## config.mk

```make
export PLATFORM = sky130hd
export DESIGN_NAME = johnson_phase_decoder
export DESIGN_NICKNAME = d
export VERILOG_FILES = /design/src/rtl/johnson_phase_decoder.sv
export SDC_FILE = /design/constraint.sdc
export NUM_CORES = 1
export LEC_CHECK = 0
export ABC_CLOCK_PERIOD_IN_PS = 4250
export CORE_ASPECT_RATIO = 1.4
export CORE_UTILIZATION = 50
export DETAILED_ROUTE_END_ITERATION = 8
export PLACE_DENSITY = 0.75
export SLEW_MARGIN = 20
export SYNTH_ARGS = -nofsm -noshare
export SYNTH_HDL_FRONTEND = slang
export SYNTH_SLANG_ARGS = --single-unit
export TNS_END_PERCENT = 5
```

## constraint.sdc

```tcl
create_clock -name clk_i -period 4.25 [get_ports clk_i]
set_input_delay 0.85 -clock clk_i [delete_from_list [all_inputs] [get_ports clk_i]]
set_output_delay 0.85 -clock clk_i [all_outputs]
set_load 0.1 [all_outputs]
```

## src/rtl/johnson_phase_decoder.sv

```systemverilog
// Johnson phase decoder: samples a 4-bit Johnson counter, decodes its phase,
// tracks sequence integrity with a SEARCH/TRACK/LOCKED/FAULT FSM and counts
// completed revolutions while locked.
module johnson_phase_decoder #(
    parameter int unsigned LOCK_COUNT = 8,
    parameter int unsigned REV_WIDTH  = 8
) (
    input  logic                 clk_i,
    input  logic                 reset_i,
    input  logic [3:0]           q_i,
    input  logic                 clr_err_i,
    output logic [2:0]           phase_o,
    output logic [7:0]           phase_onehot_o,
    output logic                 valid_o,
    output logic                 locked_o,
    output logic                 err_sticky_o,
    output logic [REV_WIDTH-1:0] rev_count_o,
    output logic                 rev_pulse_o
);

    localparam int RUN_W = (LOCK_COUNT > 1) ? $clog2(LOCK_COUNT) : 1;
    localparam logic [RUN_W-1:0] RUN_LAST = RUN_W'(LOCK_COUNT - 1);

    // Legal Johnson codes indexed by phase.
    localparam logic [3:0] JCODE [0:7] = '{
        4'b0000, 4'b0001, 4'b0011, 4'b0111,
        4'b1111, 4'b1110, 4'b1100, 4'b1000
    };

    typedef enum logic [1:0] {
        ST_SEARCH,
        ST_TRACK,
        ST_LOCKED,
        ST_FAULT
    } state_t;

    logic [3:0]           s_q, p_q;
    logic                 s_vld_q;
    logic [7:0]           s_match, p_match;
    logic                 s_legal, p_legal;
    logic [2:0]           s_idx;
    logic                 is_succ, is_hold, is_bad;

    logic [2:0]           phase_q;
    logic [7:0]           onehot_q;
    logic                 valid_q;

    state_t               state_q, state_d;
    logic [RUN_W-1:0]     run_q, run_d;
    logic                 err_q, err_d;
    logic [REV_WIDTH-1:0] rev_q, rev_d;
    logic                 pulse_q, pulse_d;

    // Stage 1: current and previous sample; s_vld_q marks that s_q holds a
    // real sample rather than the reset value.
    always_ff @(posedge clk_i or posedge reset_i) begin
        if (reset_i) begin
            s_q     <= 4'b0000;
            p_q     <= 4'b0000;
            s_vld_q <= 1'b0;
        end else begin
            s_q     <= q_i;
            p_q     <= s_q;
            s_vld_q <= 1'b1;
        end
    end

    // Per-phase code matches for both samples.
    generate
        for (genvar gi = 0; gi < 8; gi++) begin : g_match
            assign s_match[gi] = (s_q == JCODE[gi]);
            assign p_match[gi] = (p_q == JCODE[gi]);
        end
    endgenerate

    assign s_legal = |s_match;
    assign p_legal = |p_match;

    // Encode the one-hot match of the current sample into a phase index.
    always_comb begin
        s_idx = 3'd0;
        for (int i = 0; i < 8; i++) begin
            if (s_match[i]) begin
                s_idx = s_idx | 3'(i);
            end
        end
    end

    // Transition class of (p_q, s_q); successor shifts up and inverts bit 3 into bit 0.
    assign is_succ = p_legal && s_legal && (s_q == {p_q[2:0], ~p_q[3]});
    assign is_hold = p_legal && s_legal && (s_q == p_q);
    assign is_bad  = !(is_succ || is_hold);

    // Stage 2: registered decode; phase holds across illegal codes.
    always_ff @(posedge clk_i or posedge reset_i) begin
        if (reset_i) begin
            phase_q  <= 3'd0;
            onehot_q <= 8'h00;
            valid_q  <= 1'b0;
        end else if (s_vld_q) begin
            valid_q  <= s_legal;
            onehot_q <= s_match;
            if (s_legal) begin
                phase_q <= s_idx;
            end
        end
    end

    // Lock FSM next-state, run counter, sticky error and revolution counter.
    always_comb begin
        state_d = state_q;
        run_d   = run_q;
        err_d   = err_q;
        rev_d   = rev_q;
        pulse_d = 1'b0;
        if (clr_err_i) begin
            err_d = 1'b0;
        end
        case (state_q)
            ST_SEARCH: begin
                if (s_vld_q && s_legal) begin
                    state_d = ST_TRACK;
                    run_d   = '0;
                end
            end
            ST_TRACK: begin
                if (is_succ) begin
                    if (run_q == RUN_LAST) begin
                        state_d = ST_LOCKED;
                    end else begin
                        run_d = run_q + RUN_W'(1);
                    end
                end else if (is_bad) begin
                    state_d = ST_SEARCH;
                end
            end
            ST_LOCKED: begin
                if (is_bad) begin
                    // Error takes priority over a simultaneous clr_err.
                    state_d = ST_FAULT;
                    err_d   = 1'b1;
                end else if (is_succ && (p_q == 4'b1000)) begin
                    rev_d   = rev_q + REV_WIDTH'(1);
                    pulse_d = 1'b1;
                end
            end
            ST_FAULT: begin
                if (clr_err_i) begin
                    state_d = ST_SEARCH;
                end
            end
            default: state_d = ST_SEARCH;
        endcase
    end

    // FSM and counter state registers.
    always_ff @(posedge clk_i or posedge reset_i) begin
        if (reset_i) begin
            state_q <= ST_SEARCH;
            run_q   <= '0;
            err_q   <= 1'b0;
            rev_q   <= '0;
            pulse_q <= 1'b0;
        end else begin
            state_q <= state_d;
            run_q   <= run_d;
            err_q   <= err_d;
            rev_q   <= rev_d;
            pulse_q <= pulse_d;
        end
    end

    assign phase_o        = phase_q;
    assign phase_onehot_o = onehot_q;
    assign valid_o        = valid_q;
    assign locked_o       = (state_q == ST_LOCKED);
    assign err_sticky_o   = err_q;
    assign rev_count_o    = rev_q;
    assign rev_pulse_o    = pulse_q;

endmodule

```

==> impl_results.md, run 1 <==
- WHS: 0.482 ns
- Overall Global Routing Usage: 0.207
- Io pins: 30
- Clock Path Buffers: 2
- Routed vias: 1263
- Initial antenna violation count: 0
- GRT Residual Overflow: 0
- Critical Path Fanout Max: 9
- Crit share post-route: 0.713
- Post-Syn Area: 0.00177 mm2
- Clk pwr share: 0.289
- Nets: 199
- Final Hold Fails: 0
- Hold_buf cts: 0
- Initial core utilization: 0.523
- Final min period: 3.03 ns
- Clock transition at path regs: roughly 0.07 ns
- Crit path buf inv count: 1
- Full die area: 0.00378 mm2
- Max VDD drop: 0.261 mV
- Detailed placement HPWL: 2.36 mm
- Placed instance area: 0.00207 mm2
- Netlist cell types: 40
- Drt wl/cell: about 15 um
- Non-filler cells, final: 230
- Area grow syn2layout: 21.9%
- Hold Path Class: reg -> reg
- Cts bufs inserted: 5
- Crit path max-delay family: buffers and inverters
- CP endpoint kind: output pin
- Unrepaired setup endpoints after global routing: no
- Final Max Slew Viols: 0
- Yosys Warn Count: 0
- Slew margin rel.: 0.347
- Gate power share: 0.220
- Setup WS post-layout: 1.22 ns
- Routed Wire Length: 3.34 mm
- CTS Root Cell: clkbuf_8
- Drt drc: 0
- Avg Vias per Cell: 5.49
- Insertion delay to the later sink of the worst-skew pair: 0.28 ns
- Max Cap Viol: 0
- TritonCTS Sinks: 36
- Setup tns final: 0 ns
- Cell internal pwr: between 500 and 600 uW
- Global-route wire length before repair: 5.71 mm
- Routability cong.: 0.821
- H-tree levels: 2
- Syn avg cell area: 10.8 um2
- Final Cell Area: 0.00215 mm2
- Switching part of the total: 0.335
- PD cells: 373 mW/mm2
- Critical Path RT: 3.40 ns
- Final total power: 804 uW
- Vias in the first global route: 1270
- Crit. path cell count: 2
- Cts repair resizes: 0
- Lkg Pwr: 0.934 nW
- Die X: 52.3 um
- Outcome: finished clean
- Crit path DAT: 2.18 ns
- R2r setup slk: between 1.5 and 2 ns
- Max stage delay on crit path: 1.16 ns
- Fmax: 330 MHz
- Cells on worst reg2reg path: 5
- Inserted Diodes: 0
- Port-buffer cells: 29
- Sequential area share after synthesis: 0.510
- TritonRoute pass-1 iters: 4
- DR iter-0 viols: 19
- Final Skew: 0.00627 ns
- Number of post-CTS setup repair buffers: 0
- Largest net degree at the start of global routing: 27
- Syn Nets: ~170
- CP cell instances: and2b_1 -> clkdlybuf4s50_1
- CTS tree: built
- Final design utilization: 0.638
- Routed Antenna Nets: 0
- Inst Count DP: 222
- Post-Synthesis Cells: 163
- Share of layout cells above drive strength 1: 0.0947
- CP max-delay cell: clkdlybuf4s50_1
- Hold-critical path depth: 1
- # rows: 25
- Seq pwr share: 0.491
- Register bit total from synthesis: 36
- Critical path launch point type: register
- Slew @ Worst Pin: just under 1 ns
- Core Box Area: 0.00338 mm2
- Psw: 269 uW
- Die Y: 72.4 um
- Endpoints failing setup: 0
- Critical path class: reg -> out
- Place WS: 1.55 ns
## cell type report
type / instances / area (um2)
clock buffers: 5 / 68.8
inverters: 12 / 45.0
well taps: 40 / 50.0
clock inverters: 3 / 18.8
multi-input cells: 104 / 773
repair buffers: 30 / 298
flip-flops and latches: 36 / 901
fillers: 268 / 1220
## cells in the mapped netlist, drive strengths merged
| cell type | instances | share of area |
|---|---|---|
| nand2 | 4 | 0.0085 |
| nor3 | 1 | 0.0028 |
| nand3 | 7 | 0.020 |
| buf | 3 | 0.0099 |
| a211oi | 2 | 0.0085 |
| conb | 1 | 0.0021 |
| o21ai | 9 | 0.025 |
| and2 | 4 | 0.014 |
| mux2i | 7 | 0.040 |
| a31oi | 1 | 0.0035 |
| nand4b | 2 | 0.0099 |
| nor2 | 6 | 0.013 |
| nor3b | 1 | 0.0042 |
| dfrtp | 36 | 0.51 |
| a41o | 1 | 0.0057 |
| o2bb2ai | 3 | 0.015 |
| and4bb | 1 | 0.0092 |
| o22a | 1 | 0.0050 |
| ha | 3 | 0.021 |
| xor2 | 3 | 0.015 |
| nand3b | 2 | 0.0085 |
| nor2b | 3 | 0.011 |
| nor4 | 1 | 0.012 |
| and3 | 1 | 0.0035 |
| a211o | 1 | 0.0050 |
| or2 | 1 | 0.0035 |
| and2b | 1 | 0.0042 |
| xnor2 | 14 | 0.069 |
| mux2 | 5 | 0.032 |
| nand4 | 6 | 0.025 |
| and4b | 1 | 0.0057 |
| inv | 12 | 0.025 |
| clkbuf | 8 | 0.018 |
| a21oi | 7 | 0.020 |
| o22ai | 2 | 0.0071 |
| o21a | 1 | 0.0042 |
| a311oi | 1 | 0.0050 |
## power groups by stage
stage	clock (mW)	combinational, mW	sequential [mW]
3_5_place_dp	0	0.178	0.400
5_1_grt	0.257	0.188	0.398
4_1_cts	0.242	0.178	0.394
6_report	0.232	0.177	0.395
3_3_place_gp	0	0.172	0.398
2_1_floorplan	0	0.0777	0.455
## cells in the final DEF (no fill, tap or decap), types with 2 or more instances in the layout
cell type,netlist,layout
dfrtp_1,36,36
clkdlybuf4s50_1,0,29
xnor2_1,14,14
inv_1,12,12
o21ai_0,9,9
a21oi_1,7,7
nand3_1,7,7
mux2i_1,7,7
nor2_1,6,6
mux2_2,5,5
nand4_1,5,5
clkbuf_8,0,5
and2_1,4,4
nand2_1,4,4
xor2_1,3,3
o2bb2ai_1,3,3
nor2b_1,3,3
ha_1,3,3
nand3b_1,2,2
o22ai_1,2,2
a211oi_1,2,2
nand4b_1,2,2
clkinv_2,0,2
## layer usage
layer | part of all wire | GRT usage
met4 | 0.021 | 0.105
met5 | 0 | 0
met1 | 0.44 | 0.242
met3 | 0.028 | 0.0608
met2 | 0.51 | 0.338
## registers in the layout, summed over array words and instances (netlist names), named ones only
| name | cells |
|---|---|
| phase_o | 3 |
| p_q | 4 |
| valid_o | 1 |
| phase_onehot_o | 8 |
| state_q | 1 |
| err_sticky_o | 1 |
| s_vld_q | 1 |
| run_q | 3 |
| rev_count_o | 8 |
| rev_pulse_o | 1 |
| s_q | 4 |
## cell families (layout without fill, tap and decap cells)
| group | count (synthesis) | count (layout) | synth area share |
|---|---|---|---|
| AND/OR/NAND/NOR | 42 | 42 | 0.154 |
| flip-flops | 36 | 36 | 0.510 |
| AO/OA/AOI/OAI | 29 | 29 | 0.104 |
| buffers and inverters | 23 | 50 | 0.0531 |
| XOR/XNOR | 17 | 17 | 0.0842 |
| multiplexers | 12 | 12 | 0.0715 |
| adder cells (fa/ha/maj) | 3 | 3 | 0.0212 |
| other | 1 | 1 | 0.00212 |
## final timing paths
check                                                 from                          to
worst max-delay path                              register                    locked_o
worst min-delay path            rev_count_o[7]$_DFFE_PP0P_  rev_count_o[7]$_DFFE_PP0P_
worst max register to register            s_q[3]$_DFF_PP0_        run_q[1]$_DFFE_PP0P_
worst min register to register  rev_count_o[7]$_DFFE_PP0P_  rev_count_o[7]$_DFFE_PP0P_
max in group asynchronous                          reset_i      phase_o[1]$_DFFE_PP0P_
min in group asynchronous                          reset_i  rev_count_o[1]$_DFFE_PP0P_
(Power assumes the default switching activity.)
==> inputs of run 2 (changes only) <==
- ABC_CLOCK_PERIOD_IN_PS: 4250 -> 2800
- clock period: 4.25 -> 2.8 ns (I/O delays scaled with it)
==> run 2 against run 1 <==
  * Total power is 53% higher
  * Final cell count stayed put
  * Register-to-register slack worse by 1.3 ns
  * Sequential power is 52% higher
  * Core utilization is 1.6 points lower
  * Via count is 2.1% higher
  * Worst hold slack better by 0.013 ns
  * Critical path depth is 3 higher
  * Critical endpoint is now run_q[2]$_DFFE_PP0P_
  * Largest cell class unchanged
==> impl_results.md, run 2 (synthesized netlist as in run 1, its figures left out) <==
- Insertion delay to the later sink of the worst-skew pair: 0.29 ns
- Slew margin rel.: 0.516
- Hold_buf cts: 0
- Initial core utilization: 0.523
- Crit path DAT: 2.31 ns
- Largest net degree at the start of global routing: 26
- Outcome: finished clean
- Io pins: 30
- Die Y: around 72 um
- Cells on worst reg2reg path: 5
- Routability cong.: 0.793
- Core Box Area: 0.00338 mm2
- Final design utilization: 0.621
- Clock transition at path regs: 0.06 ns
- CTS Root Cell: clkbuf_8
- Routed vias: 1289
- Max Cap Viol: 0
- TritonCTS Sinks: 36
- Endpoints failing setup: 0
- Critical Path RT: a little under 3 ns
- Final Cell Area: between 0.002 and 0.0025 mm2
- TritonRoute pass-1 iters: 5
- Number of fill cells in the layout: 269
- Final Max Slew Viols: 0
- Routed Wire Length: 3.31 mm
- Final min period: 2.15 ns
- Most used cell, CP: mux2i_1
- Final Hold Fails: 0
- Critical path class: reg -> reg
- Hold Path Sink: rev_count_o[4]$_DFFE_PP0P_
- Hold Path Class: reg -> reg
- Crit share post-route: 0.767
- Share of layout cells above drive strength 1: 0.205
- Nets: 199
- PD cells: 584 mW/mm2
- Critical Path Fanout Max: 16
- # rows: 25
- Clock Path Buffers: 2
- Number of post-CTS setup repair buffers: 0
- Routed Antenna Nets: 0
- Drt wl/cell: 14.4 um
- Vias in the first global route: 1222
- Unrepaired setup endpoints after global routing: no
- Worst R2R Start: s_q[3]$_DFF_PP0_
- H-tree levels: 2
- Slew @ Worst Pin: 0.726 ns
- Max VDD drop: 0.406 mV
- Final Skew: 0.00977 ns
- Fmax: about 470 MHz
- DR iter-0 viols: 25
- Setup tns final: 0 ns
- CP cell instances: mux2_2 -> mux2i_1 -> and4bb_4 -> mux2i_1 -> o2bb2ai_1
- Final total power: approximately 1.2 mW
- Commonest non-fill, non-tap cells in the layout: dfrtp_1, buf_4, xnor2_1, inv_1, o21ai_0
- Lkg Pwr: 0.974 nW
- CP endpoint kind: register
- Placed instance area: between 0.002 and 0.0025 mm2
- Cts repair resizes: 0
- Global-route wire length before repair: 5.38 mm
- Port-buffer cells: 29
- R2r setup slk: ~0.65 ns
- Initial antenna violation count: 0
- Commonest non-fill, non-tap cell in the layout: dfrtp_1
- Reg-to-Reg End: run_q[2]$_DFFE_PP0P_
- Overall Global Routing Usage: 0.197
- Drt drc: 0
- Inserted Diodes: 0
- Full die area: between 0.003 and 0.004 mm2
- CP max-delay cell: dfrtp_1
- Max stage delay on crit path: 0.68 ns
- Detailed placement HPWL: around 2.3 mm
- WHS: 0.496 ns
- CTS tree: built
- Min-delay src: rev_count_o[4]$_DFFE_PP0P_
- Hold-critical path depth: 1
- Area grow syn2layout: 18.8%
- GRT Residual Overflow: 0
- Die X: 52.3 um
- Avg Vias per Cell: about 5.6
- Critical path launch point type: register
- Cts bufs inserted: 5
[run 2: cell types whose count changed in the layout (fill, tap and decap cells not counted)]
| cell | delta |
|---|---|
| clkinv_4 | -1 |
| clkbuf_8 | +1 |
| clkdlybuf4s50_1 | -23 |
| clkinv_2 | -2 |
| clkbuf_1 | +2 |
| buf_4 | +23 |
[run 2: worst max-delay path by stage]
stage,from,end,depth (start not counted)
2_1_floorplan,state_q[0]$_DFFE_PP0P_,rev_count_o[1]$_DFFE_PP0P_,4
3_3_place_gp,s_q[3]$_DFF_PP0_,run_q[0]$_DFFE_PP0P_,5
3_5_place_dp,s_q[3]$_DFF_PP0_,run_q[2]$_DFFE_PP0P_,5
4_1_cts,s_q[3]$_DFF_PP0_,run_q[2]$_DFFE_PP0P_,5
5_1_grt,s_q[3]$_DFF_PP0_,run_q[0]$_DFFE_PP0P_,5
6_report,s_q[3]$_DFF_PP0_,run_q[2]$_DFFE_PP0P_,5
[run 2: metrics by stage]
stage | instances | setup slack, ns
4_1_cts | 230 | 0.652
6_report | 230 | 0.652
2_1_floorplan | 163 | 0.474
3_5_place_dp | 222 | 0.670
3_3_place_gp | 222 | 0.753
5_1_grt | 230 | 0.497
[run 2: critical path: cells and delay by family, from the launching register on]
family	cells	cell delay [ns]
multiplexers	3	0.91
flip-flops	1	0.68
AND/OR/NAND/NOR	1	0.34
AO/OA/AOI/OAI	1	0.09
[run 2: layout make-up]
cell class / count / area, um2 / area share
clock buffers: 8 / 90.1 / 0.0429
inverters: 12 / 45.0 / 0.0215
multi-input cells: 104 / 773 / 0.368
flip-flops and latches: 36 / 901 / 0.429
well taps: 40 / 50.0 / 0.0238
repair buffers: 30 / 240 / 0.114
[run 2: per-layer routing]
layer	wire, um	track usage	vias to the layer above	share of wire
met5	0	0	-	0
met4	67	0.114	0	0.020
met3	123	0.0503	9	0.037
met2	1750	0.322	30	0.53
met1	1370	0.231	636	0.41
li1	-	-	614	-
[run 2: report_power, final]
group	switching [mW]	leakage (nW)	internal, mW	total (mW)
combinational	0.176	0.457	0.0825	0.259
clock	0.168	0.0455	0.200	0.368
sequential	0.0487	0.471	0.551	0.599
total	0.393	0.974	0.834	1.23
==> inputs of run 3 (changes only) <==
- ABC_CLOCK_PERIOD_IN_PS: 2800 -> 2100
- clock period: 2.8 -> 2.1 ns (I/O delays scaled with it)
==> run 3 against run 2 <==
  * Via count unchanged
  * Largest power group unchanged
  * Routed wire length up 1.8%
  * Clock skew down 0.0012 ns
  * Combinational power up 42%
  * Highest routed layer unchanged
==> impl_results.md, run 3 (synthesized netlist as in run 1, its figures left out) <==
- Outcome: finished clean
- Overall Global Routing Usage: 0.205
- Routed vias: around 1300
- Final Max Slew Viols: 0
- Area grow syn2layout: 23.1%
- CTS tree: built
- Lkg Pwr: 1.01 nW
- Initial antenna violation count: 0
- Final min period: 1.92 ns
- Crit path max-delay family: simple AND/OR/NAND/NOR gates
- Endpoints failing setup: 0
- Cts bufs inserted: 5
- Insertion delay to the later sink of the worst-skew pair: 0.29 ns
- Share of layout cells above drive strength 1: 0.246
- Nets: 204
- Slew @ Worst Pin: 0.507 ns
- CP endpoint kind: register
- CTS Root Cell: clkbuf_8
- Critical Path Fanout Max: 9
- Unrepaired setup endpoints after global routing: no
- GRT Residual Overflow: 0
- Max Cap Viol: 0
- CP cell instances: xnor2_1 -> nand4_2 -> nor4_4 -> mux2_2
- Critical Path RT: roughly 2.3 ns
- Avg Vias per Cell: ~5.5
- Port-buffer cells: 29
- Final Skew: 0.00855 ns
- Hold Path Class: reg -> reg
- Critical path class: reg -> reg
- Crit path DAT: 2.10 ns
- Final Hold Fails: 0
- Crit path buf inv count: 0
- WHS: 0.480 ns
- Initial core utilization: 0.523
- TritonCTS Sinks: 36
- M3 GR Usage: 0.0650
- Largest net degree at the start of global routing: 37
- Die Y: 72.4 um
- Clock Path Buffers: 2
- Number of fill cells in the layout: 274
- Vias in the first global route: 1282
- Hold_buf cts: 0
- H-tree levels: 2
- Slew margin rel.: 0.659
- Commonest non-fill, non-tap cell in the layout: dfrtp_1
- Routability cong.: 0.833
- Routed Wire Length: between 3 and 4 mm
- Crit share post-route: 0.916
- Drt drc: 0
- Die X: between 50 and 60 um
- Max stage delay on crit path: 0.50 ns
- Max VDD drop: 0.618 mV
- Setup tns final: 0 ns
- TritonRoute pass-1 iters: 4
- Full die area: between 0.003 and 0.004 mm2
- DR iter-0 viols: 57
- Busiest grt layer: met2
- CP max-delay cell: nor4_4
- Routed Antenna Nets: 0
- Inserted Diodes: 0
- PD cells: 807 mW/mm2
- Commonest non-fill, non-tap cells in the layout: dfrtp_1, buf_4, xnor2_1, inv_1, o21ai_0
- Io pins: 30
- Core Box Area: 0.00338 mm2
- Detailed placement HPWL: 2.43 mm
- GRT met1 Usage: 0.237
- Fmax: 520 MHz
- Met2 usage: 0.339
- Clock transition at path regs: 0.08 ns
- # rows: 25
- Critical path launch point type: register
- Global-route wire length before repair: between 5 and 6 mm
- Drt wl/cell: 14.3 um
## run 3: cell types whose count changed in the layout (fill, tap and decap cells not counted), sizes merged
| cell | change |
|---|---|
| bufinv | +1 |
| clkbuf | -3 |
| buf | +5 |
| clkinv | +1 |
| clkinvlp | +1 |
## run 3: final cells by class
class | count | area (um2) | share of cell area
repair buffers | 35 | 290 | 0.133
well taps | 40 | 50.0 | 0.0230
inverters | 12 | 45.0 | 0.0207
flip-flops and latches | 36 | 901 | 0.414
multi-input cells | 104 | 778 | 0.358
clock inverters | 3 | 42.5 | 0.0196
clock buffers | 5 | 68.8 | 0.0316
## run 3: path summary, 6_finish.rpt
kind                                                 start                    endpoint  slack [ns]  cells past startpoint
worst max-delay path                      s_q[2]$_DFF_PP0_  rev_count_o[1]$_DFFE_PP0P_        0.18                      4
worst min-delay path            rev_count_o[7]$_DFFE_PP0P_  rev_count_o[7]$_DFFE_PP0P_        0.48                      1
worst max register to register            s_q[2]$_DFF_PP0_  rev_count_o[1]$_DFFE_PP0P_        0.18                      4
worst min register to register  rev_count_o[7]$_DFFE_PP0P_  rev_count_o[7]$_DFFE_PP0P_        0.48                      1
max in group asynchronous                          reset_i  asynchronous set/reset pin        1.25                      3
min in group asynchronous                          reset_i            s_q[1]$_DFF_PP0_        0.53                      3
## run 3: power breakdown
group | internal [mW] | leakage [nW] | switching (mW)
registers | 0.734 | 0.471 | 0.0498
logic | 0.117 | 0.482 | 0.252
clock network | 0.351 | 0.0541 | 0.252
total | 1.20 | 1.01 | 0.554
## run 3: worst register-to-register path, cell delays in order (launching register included)
cell and delay, ns:
dfrtp_1 0.49, xnor2_1 0.23, nand4_2 0.20, nor4_4 0.50
mux2_2 0.39
## run 3: layer usage
| layer | wire [um] | vias to the layer above |
|---|---|---|
| li1 | - | 626 |
| met2 | 1840 | 27 |
| met4 | 40 | 0 |
| met5 | 0 | - |
| met3 | 124 | 4 |
| met1 | 1370 | 632 |
## run 3: timing repair
| action | 4_1_cts | 5_1_grt |
|---|---|---|
| endpoints found under the setup margin | 0 | 1 |
| gates resized for setup | 0 | 1 |
| setup buffers | 0 | 0 |
## run 3: stage by stage
| stage | instances | setup WS (ns) | utilization | cell area, um2 | power [mW] |
|---|---|---|---|---|---|
| finish | 235 | 0.176 | 0.644 | 2180 | 1.76 |
| global route | 235 | 0.0705 | 0.644 | 2180 | 1.83 |
| CTS | 235 | 0.158 | 0.643 | 2170 | 1.78 |
| detailed placement | 227 | 0.183 | 0.610 | 2060 | 1.17 |
| global placement | 227 | 0.247 | 0.610 | 2060 | 1.16 |
| floorplan | 163 | 0.0929 | - | 1770 | 1.08 |
